[src/rtl/qed_pkg.sv]
// qed_pkg: shared QED scheduler state encoding and default i-cache depth.
// Ports: none (package); QED_DEPTH also sizes the qed i-cache.
package qed_pkg;
    localparam int QED_DEPTH = 16;
    typedef enum logic [1:0] {
        QS_IDLE,
        QS_ORIG,
        QS_DUP
    } qs_state_t;
endpackage

[src/rtl/qed_dup_sched_if.sv]
// qed_dup_sched_if: fetch-side handshake bundle between fetch, qed and the duplicate scheduler.
// Inputs to scheduler: ena, stall_IF, ifu_vld, is_cf, qed_vld_out, flush.
// Outputs from scheduler: exec_dup, fetch_hold, sync_point, orig_cnt[CNT_W].
interface qed_dup_sched_if
    import qed_pkg::*;
#(
    parameter int DEPTH = QED_DEPTH,
    parameter int CNT_W = $clog2(DEPTH + 1)
);
    logic             ena;
    logic             stall_IF;
    logic             ifu_vld;
    logic             is_cf;
    logic             qed_vld_out;
    logic             flush;
    logic             exec_dup;
    logic             fetch_hold;
    logic             sync_point;
    logic [CNT_W-1:0] orig_cnt;
    modport master (
        output ena, stall_IF, ifu_vld, is_cf, qed_vld_out, flush,
        input  exec_dup, fetch_hold, sync_point, orig_cnt
    );
    modport slave (
        input  ena, stall_IF, ifu_vld, is_cf, qed_vld_out, flush,
        output exec_dup, fetch_hold, sync_point, orig_cnt
    );
endinterface

[src/rtl/qed_dup_sched.sv]
// qed_dup_sched: alternates fetch between original and duplicate phases and pulses sync_point at equivalence.
// Ports: clk, rst (sync, active-high); bus (slave) carries ena/stall_IF/ifu_vld/is_cf/qed_vld_out/flush in,
// exec_dup (registered), fetch_hold (combinational), sync_point (registered pulse), orig_cnt out.
module qed_dup_sched
    import qed_pkg::*;
#(
    parameter int DEPTH = QED_DEPTH,
    parameter int CNT_W = $clog2(DEPTH + 1)
) (
    input  logic           clk,
    input  logic           rst,
    qed_dup_sched_if.slave bus
);
    localparam logic [CNT_W-1:0] MAX_CNT = CNT_W'(DEPTH);

    qs_state_t        r_state, w_state_nxt;
    logic [CNT_W-1:0] r_orig_cnt, r_dup_cnt, w_orig_d, w_dup_d, w_orig_inc, w_dup_inc;
    logic             r_sync, w_sync_d;
    logic             w_cf_hold, w_fetch_hold, w_orig_acc, w_dup_iss;

    always_comb begin
        w_cf_hold    = (r_state == QS_ORIG) && bus.ifu_vld && bus.is_cf && (r_orig_cnt != '0);
        w_fetch_hold = (r_state == QS_DUP) || w_cf_hold;
        w_orig_acc   = (r_state == QS_ORIG) && bus.ifu_vld && !bus.stall_IF && !w_fetch_hold && !bus.is_cf;
        w_dup_iss    = (r_state == QS_DUP) && bus.qed_vld_out && !bus.stall_IF;
        w_orig_inc   = r_orig_cnt + CNT_W'(w_orig_acc);
        w_dup_inc    = r_dup_cnt + CNT_W'(w_dup_iss);
        w_state_nxt  = r_state;
        w_orig_d     = w_orig_inc;
        w_dup_d      = w_dup_inc;
        w_sync_d     = 1'b0;
        case (r_state)
            QS_IDLE: w_state_nxt = bus.ena ? QS_ORIG : QS_IDLE;
            // Post-increment count is used so an original accepted while ena drops is still duplicated.
            QS_ORIG: w_state_nxt = (w_orig_inc == MAX_CNT || w_cf_hold || (!bus.ena && w_orig_inc != '0)) ? QS_DUP
                                 : (!bus.ena ? QS_IDLE : QS_ORIG);
            QS_DUP: begin
                if (w_dup_iss && w_dup_inc == r_orig_cnt) begin
                    w_state_nxt = bus.ena ? QS_ORIG : QS_IDLE;
                    w_orig_d    = '0;
                    w_dup_d     = '0;
                    w_sync_d    = 1'b1;
                end
            end
            default: w_state_nxt = QS_IDLE;
        endcase
        if (bus.flush) begin
            w_state_nxt = bus.ena ? QS_ORIG : QS_IDLE;
            w_orig_d    = '0;
            w_dup_d     = '0;
            w_sync_d    = 1'b0;
        end
    end

    always_ff @(posedge clk) begin
        if (rst) begin
            r_state    <= QS_IDLE;
            r_orig_cnt <= '0;
            r_dup_cnt  <= '0;
            r_sync     <= 1'b0;
        end else begin
            r_state    <= w_state_nxt;
            r_orig_cnt <= w_orig_d;
            r_dup_cnt  <= w_dup_d;
            r_sync     <= w_sync_d;
        end
    end

    assign bus.exec_dup   = (r_state == QS_DUP);
    assign bus.fetch_hold = w_fetch_hold;
    assign bus.sync_point = r_sync;
    assign bus.orig_cnt   = r_orig_cnt;

    a_dup_le_orig: assert property (@(posedge clk) disable iff (rst) r_dup_cnt <= r_orig_cnt);
    a_orig_le_max: assert property (@(posedge clk) disable iff (rst) r_orig_cnt <= MAX_CNT);
endmodule

[src/flat_wrapper.sv]
// flat-port wrapper written by rule: the top's interface ports become plain ports
module qed_dup_sched_flat import qed_pkg::*;
#(
    parameter int DEPTH = QED_DEPTH,
    parameter int CNT_W = $clog2(DEPTH + 1)
)
  (clk, rst, bus_ena, bus_stall_IF, bus_ifu_vld, bus_is_cf, bus_qed_vld_out, bus_flush, bus_exec_dup, bus_fetch_hold, bus_sync_point, bus_orig_cnt);
  qed_dup_sched_if #(.DEPTH(DEPTH), .CNT_W(CNT_W)) bus_i ();
  input  logic clk;
  input  logic rst;
  input wire logic [$bits(bus_i.ena)-1:0] bus_ena;
  input wire logic [$bits(bus_i.stall_IF)-1:0] bus_stall_IF;
  input wire logic [$bits(bus_i.ifu_vld)-1:0] bus_ifu_vld;
  input wire logic [$bits(bus_i.is_cf)-1:0] bus_is_cf;
  input wire logic [$bits(bus_i.qed_vld_out)-1:0] bus_qed_vld_out;
  input wire logic [$bits(bus_i.flush)-1:0] bus_flush;
  output wire logic [$bits(bus_i.exec_dup)-1:0] bus_exec_dup;
  output wire logic [$bits(bus_i.fetch_hold)-1:0] bus_fetch_hold;
  output wire logic [$bits(bus_i.sync_point)-1:0] bus_sync_point;
  output wire logic [$bits(bus_i.orig_cnt)-1:0] bus_orig_cnt;
  assign bus_i.ena = bus_ena;
  assign bus_i.stall_IF = bus_stall_IF;
  assign bus_i.ifu_vld = bus_ifu_vld;
  assign bus_i.is_cf = bus_is_cf;
  assign bus_i.qed_vld_out = bus_qed_vld_out;
  assign bus_i.flush = bus_flush;
  assign bus_exec_dup = bus_i.exec_dup;
  assign bus_fetch_hold = bus_i.fetch_hold;
  assign bus_sync_point = bus_i.sync_point;
  assign bus_orig_cnt = bus_i.orig_cnt;
  qed_dup_sched #(.DEPTH(DEPTH), .CNT_W(CNT_W)) u_core (.clk(clk), .rst(rst), .bus(bus_i));
endmodule
[config.mk]
export PLATFORM = sky130hd
export DESIGN_NAME = qed_dup_sched_flat
export DESIGN_NICKNAME = d
export VERILOG_FILES = /design/src/rtl/qed_pkg.sv /design/src/rtl/qed_dup_sched_if.sv /design/src/rtl/qed_dup_sched.sv /design/src/flat_wrapper.sv
export SDC_FILE = /design/constraint.sdc
export NUM_CORES = 1
export LEC_CHECK = 0
export CORE_MARGIN = 2
export CORE_UTILIZATION = 47
export DETAILED_ROUTE_END_ITERATION = 12
export PLACE_DENSITY = 0.8
export RECOVER_POWER = 50
export SYNTH_ARGS = -nofsm -noshare
export SYNTH_HDL_FRONTEND = slang
export SYNTH_SLANG_ARGS = --single-unit
[constraint.sdc]
create_clock -name clk -period 3.3 [get_ports clk]
set_clock_uncertainty 0.1 [all_clocks]
set_input_delay 0.33 -clock clk [delete_from_list [all_inputs] [get_ports clk]]
set_output_delay 0.33 -clock clk [all_outputs]
set_load 0.03 [all_outputs]
Word-level counts from Yosys, hierarchy flattened
Index checks and enable logic that the tools add are counted.
{"block": "totals", "reg_bits": 13, "out_inout_bits": 8, "wordCells": 44}
{"block": "op_classes", "addsub": 2, "eq_ne": 5, "muxes": 10, "bitwise": 1, "reduce_logical": 22}
{"op": "$mux W5", "n": 4}
{"op": "$add A5 B1 Y5", "n": 2}
{"op": "$logic_and A1 B1 Y1", "n": 10}
{"op": "$reduce_bool A5 Y1", "n": 2}
{"op": "$mux W2", "n": 3}
{"op": "$pmux W2 S3", "n": 1}
{"op": "$eq A5 B5 Y1", "n": 1}
{"op": "$eq A5 B5 Y1 const B", "n": 1}
{"op": "$logic_not A1 Y1", "n": 4}
{"op": "$logic_or A1 B1 Y1", "n": 3}
{"op": "$ne A3 B2 Y1 const B", "n": 1}
{"op": "$reduce_or A3 Y1", "n": 1}
{"op": "$eq A2 B1 Y1 const B", "n": 1}
{"op": "$eq A2 B2 Y1 const B", "n": 1}
{"op": "$logic_not A2 Y1", "n": 1}
{"op": "$mux W1", "n": 2}
{"op": "$reduce_or A2 Y1", "n": 1}
{"op": "$not A1 Y1", "n": 1}

Logic depth before layout (Yosys ltp)
{"block": "depth", "depth_word": 15, "mapped_depth": 8, "depth_no_buf": 8}

Least setup slack after synthesis
Ideal clock, no wire load.
{"block": "synth_path", "path_type": "flip-flop to flip-flop", "startpoint": "register u_core.r_state[0]", "endpoint": "register u_core.r_state[0]", "setup_time_ns": 0.074, "arrival_time_ns": 2.303, "path_slack_ns": 0.823, "path_stages_with_launch": 9, "path_buffers": 0, "cell_sequence": "dfxtp_1 and4bb_2 ha_1 ha_1 xnor2_1 xnor2_1 or4_4 a311o_1 a31oi_1"}
{"block": "synth_via", "elab_chain_cells": 15}
{"item": "from (decl)", "line_no": "qed_dup_sched.sv:16", "rtl": "qs_state_t r_state, w_state_nxt;"}
{"item": "from (signal assigned)", "line_no": "qed_dup_sched.sv:62", "rtl": "r_state <= w_state_nxt;"}
{"item": "$eq A2 B1 Y1", "line_no": "qed_dup_sched.sv:22, qed_dup_sched.sv:24, qed_dup_sched.sv:32"}
{"item": "$logic_and A1 B1 Y1", "line_no": "qed_dup_sched.sv:22, qed_dup_sched.sv:24"}
{"item": "$logic_and A1 B1 Y1 (2 in a row)", "line_no": "qed_dup_sched.sv:22", "rtl": "w_cf_hold = (r_state == QS_ORIG) && bus.ifu_vld && bus.is_cf && (r_orig_cnt != '0);"}
{"item": "$logic_or A1 B1 Y1", "line_no": "qed_dup_sched.sv:23", "rtl": "w_fetch_hold = (r_state == QS_DUP) || w_cf_hold;"}
{"item": "$logic_not A1 Y1", "line_no": "qed_dup_sched.sv:24", "rtl": "w_orig_acc = (r_state == QS_ORIG) && bus.ifu_vld && !bus.stall_IF && !w_fetch_hold && !bus.is_cf;"}
{"item": "$logic_and A1 B1 Y1 (2 in a row)", "line_no": "qed_dup_sched.sv:24"}
{"item": "$add A5 B1 Y5", "line_no": "qed_dup_sched.sv:26", "rtl": "w_orig_inc = r_orig_cnt + CNT_W'(w_orig_acc);"}
{"item": "$eq A5 B5 Y1 or $reduce_bool A5 Y1 (tied branches)", "line_no": "qed_dup_sched.sv:35", "rtl": "QS_ORIG: w_state_nxt = (w_orig_inc == MAX_CNT || w_cf_hold || (!bus.ena && w_orig_inc != '0)) ? QS_DUP"}
{"item": "$logic_or A1 B1 Y1 or $logic_and A1 B1 Y1 (tied branches)", "line_no": "qed_dup_sched.sv:35"}
{"item": "$logic_or A1 B1 Y1", "line_no": "qed_dup_sched.sv:35"}
{"item": "$mux W2", "line_no": "qed_dup_sched.sv:35"}
{"item": "$pmux W2 S3", "line_no": "qed_dup_sched.sv:32", "rtl": "case (r_state)"}
{"item": "$mux W2", "line_no": "qed_dup_sched.sv:47", "rtl": "if (bus.flush) begin"}
Parallel ways exist; a longest one is shown, timed or not.
A chain may end at the register's enable or synchronous reset.

Worst setup path after layout
{"block": "layout_path", "startpoint": "input port bus_stall_IF", "endpoint": "register u_core.r_state[0]"}
{"block": "layout_via", "elab_chain_cells": 11}
{"item": "from (decl)", "line_no": "flat_wrapper.sv:12", "rtl": "input wire logic [$bits(bus_i.stall_IF)-1:0] bus_stall_IF;"}
{"item": "$logic_not A1 Y1 *", "line_no": "qed_dup_sched.sv:24, qed_dup_sched.sv:25"}
{"item": "$logic_and A1 B1 Y1 (3 in a row)", "line_no": "qed_dup_sched.sv:24"}
{"item": "$add A5 B1 Y5", "line_no": "qed_dup_sched.sv:26"}
{"item": "$eq A5 B5 Y1 or $reduce_bool A5 Y1 (tied branches)", "line_no": "qed_dup_sched.sv:35"}
{"item": "$logic_or A1 B1 Y1 or $logic_and A1 B1 Y1 (tied branches)", "line_no": "qed_dup_sched.sv:35"}
{"item": "$logic_or A1 B1 Y1", "line_no": "qed_dup_sched.sv:35"}
{"item": "$mux W2", "line_no": "qed_dup_sched.sv:35"}
{"item": "$pmux W2 S3", "line_no": "qed_dup_sched.sv:32"}
{"item": "$mux W2", "line_no": "qed_dup_sched.sv:47"}
Every way passes the cells marked *; elsewhere a longest branch is shown, timed or not.

==> impl_results.md <==
- Register area share after synthesis: 0.3768
- CTS Hold Bufs: 0
- Buffers on Ports: 15
- Crit-path max FO: 6
- Leakage power: 0.3876 nW
- XOR/XNOR Fraction of Synth Area: 0.1775
- Crit path time final: 2.938 ns
- Die span in y: 42.34 um
- Clock root buffer master: clkbuf_4
- Slew HR: 0.5383
- Pwr/cell area: 313.4 nW/um^2
- Fin cells: 111
- CTS tree: built
- Worst vdd ir: 0.2184 mV
- Clk sinks: 13
- Vias in the first global route: 536
- # rows: 13
- Routed vias: 608
- Number of gates resized after CTS: 0
- Post-DP HPWL: 1.103 mm
- GP Congestion: 0.8062
- Residual DRC count: 0
- Top cells by area, synth: dfxtp_1 (38%), xnor2_1 (8.9%), xor2_1 (8.9%), ha_1 (7.2%), nor2_1 (6.0%)
- #FFs+latches synth: 13
- Post-synth cell types: 25
- Total GRT Usage: 0.1746
- Share of the synthesized area in the top cell type: 0.3768
- Worst skew pair latency: 0.28 ns
- Starting density of the core: 0.5178
- Post-Syn Instances: 79
- Final setup viols: 0
- Ratio of cells with drive above 1 in the final layout: 0.04167
- Fmax achieved: 340.3 MHz
- Initial antenna violation count: 0
- TritonCTS Buffers: 3
- Final hold violation count: 0
- TNS Setup: 0 ns
- RSZ-0062 raised after global routing: no
- Antenna cells: 0
- Worst-margin pin slew: 0.6839 ns
- Nets: 109
- Die Area: 1792 sq um
- Post-DR vias/cell: 5.477
- Yosys Warn Count: 0
- Worst EP required: 3.40 ns
- HP Class: reg -> reg
- Most common cell after layout, fill and taps aside: dfxtp_1
- Largest net degree at the start of global routing: 9
- Overflow after GRT: 0
- Htree depth: 1
- Most frequent cells in the layout: dfxtp_1 (13), nor2_1 (11), dlygate4sd3_1 (8)
- Placed cell count: 107
- WP data arrival: 3.04 ns
- Post-synth top area cell: dfxtp_1
- Fillers: 116
- Simple-gate portion of the synthesized area: 0.2482
- Routed len/inst: 12.51 um
- Main combinational cell family by area after synthesis: simple AND/OR/NAND/NOR gates
- DR iter-0 viols: 17
- First-pass GRT wire length: 2.304 mm
- Compound-Gate Fraction of Synth Area: 0.07609
- Fin crit share: 0.8904
- Final max-slew violation count: 0
- Cell Area, Synth: 690.7 sq um
- I/O pin cnt: 16
- Routed WL: 1.389 mm
- CTS Buffer Depth: 2
- Area Growth Syn to Fin: 26.45%
- Adder-Cell Fraction of Synth Area: 0.07246
- Drt pass-1 iters: 5
- Crit path launch type: primary input
- Die X: 42.34 um
- Max-Cap Viols: 0
- Crit. End Element: register
- Antenna-violating nets left: 0
- Clock slew at reported path FFs: 0.07 ns
- WS Path Type: in -> reg
- Avg Inst Size Synth: 8.743 sq um
- Core area: 1334 sq um
- Synth Net Count: 91
- Status: finished, final reports clean
- Post-CTS setup buffers: 0
- Post-synthesis mux area share: 0.01449
==> path summary, 6_finish.rpt <==
check / start / slack, ns / to / cells after the start
worst max register to register: u_core.r_state[0]$_SDFFE_PP0P_ / 0.58 / u_core.r_state[0]$_SDFFE_PP0P_ / 8
worst min register to register: u_core.r_state[0]$_SDFFE_PP0P_ / 0.42 / u_core.r_state[0]$_SDFFE_PP0P_ / 1
worst min-delay path: u_core.r_state[0]$_SDFFE_PP0P_ / 0.42 / u_core.r_state[0]$_SDFFE_PP0P_ / 1
worst max-delay path: bus_stall_IF / 0.36 / u_core.r_state[0]$_SDFFE_PP0P_ / 9
==> layout make-up <==
class                   count  area, sq um  area share
inverters                   4        15.01     0.01719
well taps                  15        18.77     0.02149
flip-flops and latches     13        260.3      0.2980
multi-input cells          60        402.9      0.4613
repair buffers             15        150.1      0.1719
clock buffers               4        26.28     0.03009
==> Yosys cell counts, drive strengths merged <==
cell,n
or3,2
and3b,1
or4,1
o211ai,1
nand3,7
nand4,1
a21oi,1
o21ai,3
o311ai,1
nor3,1
inv,4
a311o,1
ha,4
a31oi,1
and3,2
and4bb,1
nor3b,1
xor2,7
buf,1
clkbuf,1
xnor2,7
mux2i,1
dfxtp,13
nand2,5
nor2,11
==> per-stage QoR <==
stage                      power, W    util  worst slack [ns]  area, sq um  hold slack, ns
after CTS                 0.0002788  0.6576            0.3652        877.1          0.4248
final                     0.0002737  0.6548            0.3617        873.3          0.4226
after global routing      0.0002840  0.6548            0.2240        873.3          0.4434
after detailed placement  0.0001792  0.6379            0.2393        850.8          0.3996
after floorplan           0.0001678       -            0.8231        690.7          0.3068
after global placement    0.0001790  0.6379            0.3368        850.8          0.3910
==> metal layers <==
metal  track usage  vias to the layer above  wire length, um
met3       0.06466                        4               52
met1        0.2152                      284              638
li1              -                      307                -
met5             0                        -                0
met4       0.09375                        0               28
met2        0.2615                       13              669
==> worst max-delay path: stages <==
cell	delay, ns
dlygate4sd3_1	0.56
and4bb_2	0.26
ha_1	0.20
ha_1	0.20
xnor2_1	0.24
xnor2_1	0.09
or4_1	0.64
a311o_1	0.39
a31oi_1	0.13
==> registers in the layout (all words and copies together) (netlist names) <==
register,count
u_core.r_state,2
u_core.bus.orig_cnt,5
u_core.bus.sync_point,1
u_core.r_dup_cnt,5
==> cells by family (layout without fill, tap and decap cells) <==
kind of cell,count (synthesis),after routing
and+or+nand+nor,33,33
xor gates and xnor gates,14,14
DFF,13,13
AOI/OAI and AO/OA,8,8
buffers and inverters,6,23
adders and majority gates,4,4
muxes,1,1
==> report_power, final <==
part           switching [W]  internal (W)  total [W]
Combinational     0.00000699    0.00000979  0.0000168
Clock              0.0000515     0.0000469  0.0000984
Sequential        0.00000102      0.000157   0.000158
(Power assumes the default switching activity.)
